### src/rtl/io_stim_gen_if.sv
// io_stim_gen_if: command/status bundle for the switch-stimulus sequencer.
//   slave  modport: seen by io_stim_gen (commands in, pattern/status out).
//   master modport: seen by whoever controls the sequencer.
// Signals:
//   i_start     run request, sampled only while the sequencer is idle
//   i_mode      0 constant, 1 increment, 2 walking-one, 3 Galois LFSR
//   i_seed      first pattern of a run
//   i_hold      counted cycles per pattern (0 behaves as 1)
//   i_insn_vld  retire strobe, only used when STIM_RETIRE_GATE_EN is defined
//   o_sw_data   current pattern
//   o_busy      high while a pattern is being held
//   o_done      one-cycle pulse after the last pattern
//   o_step_cnt  patterns fully completed in the current run
interface io_stim_gen_if #(
  parameter int WIDTH  = 32,
  parameter int STEPS  = 16,
  parameter int HOLD_W = 16
);
  localparam int CNT_W = $clog2(STEPS + 1);

  logic              i_start;
  logic [1:0]        i_mode;
  logic [WIDTH-1:0]  i_seed;
  logic [HOLD_W-1:0] i_hold;
  logic              i_insn_vld;
  logic [WIDTH-1:0]  o_sw_data;
  logic              o_busy;
  logic              o_done;
  logic [CNT_W-1:0]  o_step_cnt;

  modport master (
    output i_start, i_mode, i_seed, i_hold, i_insn_vld,
    input  o_sw_data, o_busy, o_done, o_step_cnt
  );

  modport slave (
    input  i_start, i_mode, i_seed, i_hold, i_insn_vld,
    output o_sw_data, o_busy, o_done, o_step_cnt
  );
endinterface

### src/rtl/io_stim_gen.sv
// io_stim_gen: switch-stimulus sequencer. Steps STEPS patterns (constant,
// increment, walking-one or Galois LFSR) and holds each one for a
// programmable number of counted cycles, reporting progress and completion.
// Ports:
//   i_clk    clock, rising edge
//   i_reset  asynchronous active-low reset
//   s_if     io_stim_gen_if.slave (start/mode/seed/hold/insn_vld in,
//            sw_data/busy/done/step_cnt out)
// Configuration macro:
//   STIM_RETIRE_GATE_EN  when defined, a HOLD cycle counts only while
//                        i_insn_vld is high; otherwise every HOLD cycle counts.
// All outputs are registered.
module io_stim_gen #(
  parameter int          WIDTH  = 32,
  parameter int          STEPS  = 16,
  parameter int          HOLD_W = 16,
  parameter logic [31:0] POLY   = 32'h8020_0003
) (
  input  logic         i_clk,
  input  logic         i_reset,
  io_stim_gen_if.slave s_if
);

  localparam int                CNT_W     = $clog2(STEPS + 1);
  localparam logic [WIDTH-1:0]  POLY_W    = WIDTH'(POLY);
  localparam logic [CNT_W-1:0]  LAST_STEP = CNT_W'(STEPS - 1);
  localparam logic [HOLD_W-1:0] HOLD_ONE  = HOLD_W'(1);

  typedef enum logic [1:0] {
    S_IDLE = 2'd0,
    S_HOLD = 2'd1,
    S_DONE = 2'd2
  } state_t;

  state_t            r_state;
  logic [1:0]        r_mode;
  logic [HOLD_W-1:0] r_hold_len;
  logic [HOLD_W-1:0] r_hold_cnt;
  logic [WIDTH-1:0]  r_data;
  logic [CNT_W-1:0]  r_step_cnt;
  logic              r_busy;
  logic              r_done;

  state_t            w_state;
  logic [1:0]        w_mode;
  logic [HOLD_W-1:0] w_hold_len;
  logic [HOLD_W-1:0] w_hold_cnt;
  logic [WIDTH-1:0]  w_data;
  logic [CNT_W-1:0]  w_step_cnt;
  logic              w_busy;
  logic              w_done;

  logic              w_count;
  logic [HOLD_W-1:0] w_start_len;
  logic [WIDTH-1:0]  w_seed_fix;

`ifdef STIM_RETIRE_GATE_EN
  assign w_count = s_if.i_insn_vld;
`else
  logic w_unused_insn;
  assign w_count       = 1'b1;
  assign w_unused_insn = s_if.i_insn_vld;
`endif

  // Zero hold behaves as a one-cycle hold.
  assign w_start_len = (s_if.i_hold == '0) ? HOLD_ONE : s_if.i_hold;

  // Walking-one and LFSR would be stuck on an all-zero seed.
  assign w_seed_fix = (s_if.i_mode[1] && (s_if.i_seed == '0)) ? WIDTH'(1) : s_if.i_seed;

  function automatic logic [WIDTH-1:0] f_advance(input logic [1:0] mode,
                                                 input logic [WIDTH-1:0] x);
    logic [WIDTH-1:0] y;
    case (mode)
      2'd0:    y = x;
      2'd1:    y = x + WIDTH'(1);
      2'd2:    y = {x[WIDTH-2:0], x[WIDTH-1]};
      default: y = x[0] ? ((x >> 1) ^ POLY_W) : (x >> 1);
    endcase
    return y;
  endfunction

  always_comb begin
    w_state    = r_state;
    w_mode     = r_mode;
    w_hold_len = r_hold_len;
    w_hold_cnt = r_hold_cnt;
    w_data     = r_data;
    w_step_cnt = r_step_cnt;

    case (r_state)
      S_IDLE: begin
        if (s_if.i_start) begin
          w_mode     = s_if.i_mode;
          w_hold_len = w_start_len;
          w_hold_cnt = w_start_len;
          w_data     = w_seed_fix;
          w_step_cnt = '0;
          w_state    = S_HOLD;
        end
      end
      S_HOLD: begin
        if (w_count) begin
          if (r_hold_cnt == HOLD_ONE) begin
            w_step_cnt = r_step_cnt + 1'b1;
            // The last pattern stays on the outputs after the run ends.
            if (r_step_cnt == LAST_STEP) begin
              w_state = S_DONE;
            end else begin
              w_data     = f_advance(r_mode, r_data);
              w_hold_cnt = r_hold_len;
            end
          end else begin
            w_hold_cnt = r_hold_cnt - 1'b1;
          end
        end
      end
      S_DONE: begin
        w_state = S_IDLE;
      end
      default: begin
        w_state = S_IDLE;
      end
    endcase

    // Status flags are decoded from the next state so they register alongside it.
    w_busy = (w_state == S_HOLD);
    w_done = (w_state == S_DONE);
  end

  always_ff @(posedge i_clk or negedge i_reset) begin
    if (!i_reset) begin
      r_state    <= S_IDLE;
      r_mode     <= '0;
      r_hold_len <= '0;
      r_hold_cnt <= '0;
      r_data     <= '0;
      r_step_cnt <= '0;
      r_busy     <= 1'b0;
      r_done     <= 1'b0;
    end else begin
      r_state    <= w_state;
      r_mode     <= w_mode;
      r_hold_len <= w_hold_len;
      r_hold_cnt <= w_hold_cnt;
      r_data     <= w_data;
      r_step_cnt <= w_step_cnt;
      r_busy     <= w_busy;
      r_done     <= w_done;
    end
  end

  assign s_if.o_sw_data  = r_data;
  assign s_if.o_busy     = r_busy;
  assign s_if.o_done     = r_done;
  assign s_if.o_step_cnt = r_step_cnt;

endmodule

### src/flat_wrapper.sv
// flat-port wrapper written by rule: the top's interface ports become plain ports
module io_stim_gen_flat 
#(
  parameter int          WIDTH  = 32,
  parameter int          STEPS  = 16,
  parameter int          HOLD_W = 16,
  parameter logic [31:0] POLY   = 32'h8020_0003
)
  (i_clk, i_reset, s_if_i_start, s_if_i_mode, s_if_i_seed, s_if_i_hold, s_if_i_insn_vld, s_if_o_sw_data, s_if_o_busy, s_if_o_done, s_if_o_step_cnt);
  io_stim_gen_if #(.WIDTH(WIDTH), .STEPS(STEPS), .HOLD_W(HOLD_W)) s_if_i ();
  input  logic i_clk;
  input  logic i_reset;
  input wire logic [$bits(s_if_i.i_start)-1:0] s_if_i_start;
  input wire logic [$bits(s_if_i.i_mode)-1:0] s_if_i_mode;
  input wire logic [$bits(s_if_i.i_seed)-1:0] s_if_i_seed;
  input wire logic [$bits(s_if_i.i_hold)-1:0] s_if_i_hold;
  input wire logic [$bits(s_if_i.i_insn_vld)-1:0] s_if_i_insn_vld;
  output wire logic [$bits(s_if_i.o_sw_data)-1:0] s_if_o_sw_data;
  output wire logic [$bits(s_if_i.o_busy)-1:0] s_if_o_busy;
  output wire logic [$bits(s_if_i.o_done)-1:0] s_if_o_done;
  output wire logic [$bits(s_if_i.o_step_cnt)-1:0] s_if_o_step_cnt;
  assign s_if_i.i_start = s_if_i_start;
  assign s_if_i.i_mode = s_if_i_mode;
  assign s_if_i.i_seed = s_if_i_seed;
  assign s_if_i.i_hold = s_if_i_hold;
  assign s_if_i.i_insn_vld = s_if_i_insn_vld;
  assign s_if_o_sw_data = s_if_i.o_sw_data;
  assign s_if_o_busy = s_if_i.o_busy;
  assign s_if_o_done = s_if_i.o_done;
  assign s_if_o_step_cnt = s_if_i.o_step_cnt;
  io_stim_gen #(.WIDTH(WIDTH), .STEPS(STEPS), .HOLD_W(HOLD_W), .POLY(POLY)) u_core (.i_clk(i_clk), .i_reset(i_reset), .s_if(s_if_i));
endmodule
### config.mk
export PLATFORM = sky130hd
export DESIGN_NAME = io_stim_gen_flat
export DESIGN_NICKNAME = d
export VERILOG_FILES = /design/src/rtl/io_stim_gen_if.sv /design/src/rtl/io_stim_gen.sv /design/src/flat_wrapper.sv
export SDC_FILE = /design/constraint.sdc
export NUM_CORES = 1
export LEC_CHECK = 0
export CORE_ASPECT_RATIO = 2
export CORE_MARGIN = 1
export CORE_UTILIZATION = 47
export CTS_CLUSTER_DIAMETER = 80
export DETAILED_ROUTE_END_ITERATION = 12
export GPL_TIMING_DRIVEN = 0
export PLACE_DENSITY = 0.75
export SETUP_SLACK_MARGIN = 0.1
export SKIP_LAST_GASP = 1
export SLEW_MARGIN = 15
export SYNTH_ARGS = -nofsm -noshare
export SYNTH_HDL_FRONTEND = slang
export SYNTH_SLANG_ARGS = --single-unit
### constraint.sdc
create_clock -name i_clk -period 2.44 [get_ports i_clk]
set_clock_uncertainty 0.2 [all_clocks]
set_input_delay 0.366 -clock i_clk [delete_from_list [all_inputs] [get_ports i_clk]]
set_output_delay 0.366 -clock i_clk [all_outputs]
set_load 0.05 [all_outputs]
==> impl_metrics.py <==
metrics = {
    "setup_path": {
        "path_class": "flop to flop",
        "cp_common_cell": "buf_4",
        "crit_arrival_ps": 2720,
        "cp-start-kind": "flop",
        "max_stage_delay_ps": 380,
        "slowest_stage": "dfrtp_1",
        "worstSetupEndpointType": "flop",
        "cp_data_required_time_ps": 2470,
        "critPathMaxFanout": 10,
        "crit_chain": "buf_6 -> nor4_4 -> buf_4 -> buf_4 -> buf_6 -> buf_6 -> buf_4 -> nand4_1 -> buf_4 -> o21ai_1 -> a21oi_2 -> a21oi_1 -> o21ai_1",
    },
    "final_layout": {
        "finalNetCount": 911,
        "layout-drive-gt1-share_pct": 25.06,
        "stdcell_area_um2": 8000,
        "final_util_pct": 73.55,
        "area_growth_pct": 53.26,
        "n_antenna_cell": 0,
        "fill_cells": 823,
    },
    "job": {
        "maxCapViolCount": 0,
    },
    "sta": {
        "slew_violations": 0,
        "hold_viol": 0,
        "finalSetupViolations": 48,
        "period_share_pct": 110.4,
        "max_freq_ghz": 0.3712,
        "layout_min_cycle_time_ps": 2694,
        "tightest_slew_ps": 899.5,
        "slew_headroom_pct": 40.04,
        "rsz0062_at_grt": "true",
        "fin_ws_ps": -253.6,
    },
    "clock_network": {
        "clk_path_buf_depth": 2,
        "clk_pin_slew_ps": 60,
        "insertion_delay_ps": 350,
        "cts_tree": "built",
        "root_buffer": "clkbuf_16",
        "cts_sinks": 75,
        "cts_max_level": 3,
        "cts_buffers": 9,
    },
    "placed_design": {
        "dp_slack_ps": -502.6,
        "io_buffers": 91,
        "hpwl_um": 16130,
        "placed_cell_area_um2": 6481,
        "routabilityCongestion": 1.009,
    },
    "global_routing": {
        "grt_overflow_total": 0,
        "grt_use_total_pct": 40.41,
        "grt_max_degree": 48,
        "grt_pass1_vias": 6353,
        "grt_pass1_wl_um": 34500,
        "grt_antenna_before_repair": 0,
    },
    "synth": {
        "synth-seq-cells": 75,
        "ys_warn_count": 0,
        "synthCells": 691,
        "async_flop_share_pct": 100.0,
        "synthFlopType": "dfrtp_1",
        "yosysSeqAreaShare_pct": 35.95,
        "yosys.area.top_type": "dfrtp_1",
        "syn_area_per_cell_um2": 7.554,
        "syn_nets": 753,
        "synth_area_um2": 5220,
        "ys_types": 59,
        "synth_area_leaders": "dfrtp_1 36%, nand2_1 10%, o21ai_0 6.5%, a21oi_1 5.8%, clkbuf_1 3.7%",
        "synth_edf_count": 0,
        "synth_top_area_share_pct": 35.95,
    },
    "die": {
        "rows": 54,
        "start_util_pct": 47.99,
        "io_pins": 93,
        "fp.coreArea_um2": 10880,
        "dieWidth_um": 76.52,
        "die_area_um2": 11560,
        "fp.dieH_um": 151.0,
    },
    "power": {
        "vdd_drop_max_uv": 601.8,
        "power.leakage_nw": 3.222,
        "power_w": 0.009460,
        "cellPowerDensity_nw_per_um2": 1182,
    },
    "drt": {
        "drtPass1Iterations": 8,
        "drt_iter0_drc": 687,
        "wl_per_cell_um": 24.36,
        "drc_errors": 0,
        "top_layer": "met4",
        "routed_wl_um": 24210,
        "vias_per_cell": 6.592,
        "routed-wl-met3_um": 1715,
        "routed-via-count": 6552,
        "antenna_left": 0,
        "wl_met2_um": 12470,
        "wirelength_met1_um": 7674,
    },
    "status": {
        "violations": "setup timing",
        "outcome": "complete, but fails checks",
    },
    "min_path": {
        "holdCritPathClass": "flop to flop",
    },
}
==> critical path: cells and delay by family, from the launching register on <==
kind	cells	cell delay [ps]
AO/OA/AOI/OAI	4	560
AND/OR/NAND/NOR	2	430
buffers and inverters	7	1000
flip-flops	1	380
==> state kept, by name (all words and copies together), names as in the netlist <==
register and flops:
u_core.r_hold_cnt 16, u_core.s_if.o_busy 1, u_core.r_mode 2, u_core.r_hold_len 16, u_core.s_if.o_sw_data 32, u_core.s_if.o_done 1
u_core.s_if.o_step_cnt 5, u_core.r_state 2
==> what timing repair did <==
action	4_1_cts	5_1_grt
resized for setup	105	120
pin swaps	18	26
hold endpoints to repair	28	0
endpoints found under the setup margin	74	58
cloned	3	4
setup buffers	36	14
hold buffers	1	0
==> kinds of logic (layout without fill, tap and decap cells) <==
family,after synthesis,in the layout,synth area share (%)
xor gates and xnor gates,32,32,5.369
AOI/OAI and AO/OA,197,197,22.53
adders and majority gates,8,8,1.918
DFF,75,75,35.95
muxes,4,4,0.7670
buffers and inverters,69,232,5.129
and+or+nand+nor,306,306,28.33
==> final timing paths <==
check | startpoint | slack [ps] | to | cells after the start
min | u_core.r_hold_len[4] | 280 | u_core.r_hold_len[4] | 2
min in group asynchronous | i_reset | 310 | u_core.s_if.o_sw_data[15] | 2
min reg2reg | u_core.r_hold_len[4] | 280 | u_core.r_hold_len[4] | 2
max | u_core.r_hold_cnt[4] | -250 | u_core.r_hold_cnt[12] | 13
max reg2reg | u_core.r_hold_cnt[4] | -250 | u_core.r_hold_cnt[12] | 13
max in group asynchronous | i_reset | 1110 | u_core.s_if.o_sw_data[4] | 3
==> placed cells by master, fill, tap and decap left out, types with 6 or more instances in the layout <==
cell             instances
a21oi_1                 48
a21oi_2                 10
a22oi_1                  6
a31oi_1                  8
and3_1                  15
buf_4                   32
buf_6                   20
buf_8                    7
clkbuf_1                15
clkbuf_16               16
clkbuf_2                18
clkdlybuf4s50_1         89
dfrtp_1                 53
dfrtp_2                 21
inv_1                   12
nand2_1                137
nand3_1                 26
nand4_1                 10
nor2_1                  26
nor2_4                   6
nor3_1                  10
nor4_1                  14
o211ai_1                20
o21ai_0                 27
o21ai_1                 34
xnor2_1                 17
xor2_1                  15
==> synthesized netlist by cell type (all sizes together) (3+ instances only) <==
library cell  instances
or4                   6
nand2               143
a31oi                 9
nor4                 20
nor3                 15
xnor2                17
dfrtp                75
o211ai               20
inv                  13
nor2                 36
o21ai                68
nand4                10
mux2i                 4
buf                   3
nor3b                 4
clkbuf               52
o21a                  3
nand2b                4
and3                 15
a211oi                7
nor2b                 4
a22oi                 7
a221oi                3
xor2                 15
nand3                33
a21oi                60
o31ai                 4
and2                  5
ha                    8
==> final cells by class <==
cell class | instances | area [um^2] | area share [%]
timing repair buffer | 148 | 1523 | 19.03
clock inverter | 6 | 96.34 | 1.204
sequential | 75 | 1907 | 23.83
tap | 140 | 175.2 | 2.190
inverter | 14 | 57.56 | 0.7194
multi-input combinational | 547 | 3537 | 44.21
clock buffer | 10 | 229.0 | 2.862
buffer | 54 | 475.5 | 5.943
==> layer usage <==
layer  global-route usage (%)  up-vias
met1                    37.96     3087
met2                    75.36      478
met3                    6.627      184
li1                         -     2803
met5                        0        -
met4                    34.42        0
==> power breakdown <==
part	switching, W	internal, W	leakage, nW
sequential	0.000692	0.00173	0.907
clock	0.000609	0.000910	0.155
combinational	0.00338	0.00214	2.16
==> per-stage QoR <==
| step | hold WS, ps | instances | TNS (ps) |
|---|---|---|---|
| 2_1_floorplan | -129.6 | 691 | -315.6 |
| 3_3_place_gp | 255.2 | 922 | -173620 |
| 3_5_place_dp | 126.8 | 923 | -26940 |
| 4_1_cts | 275.9 | 979 | -1247 |
| 5_1_grt | 299.8 | 994 | -8619 |
| 6_report | 282.0 | 994 | -4748 |
Power figures use the tool's default switching activity.
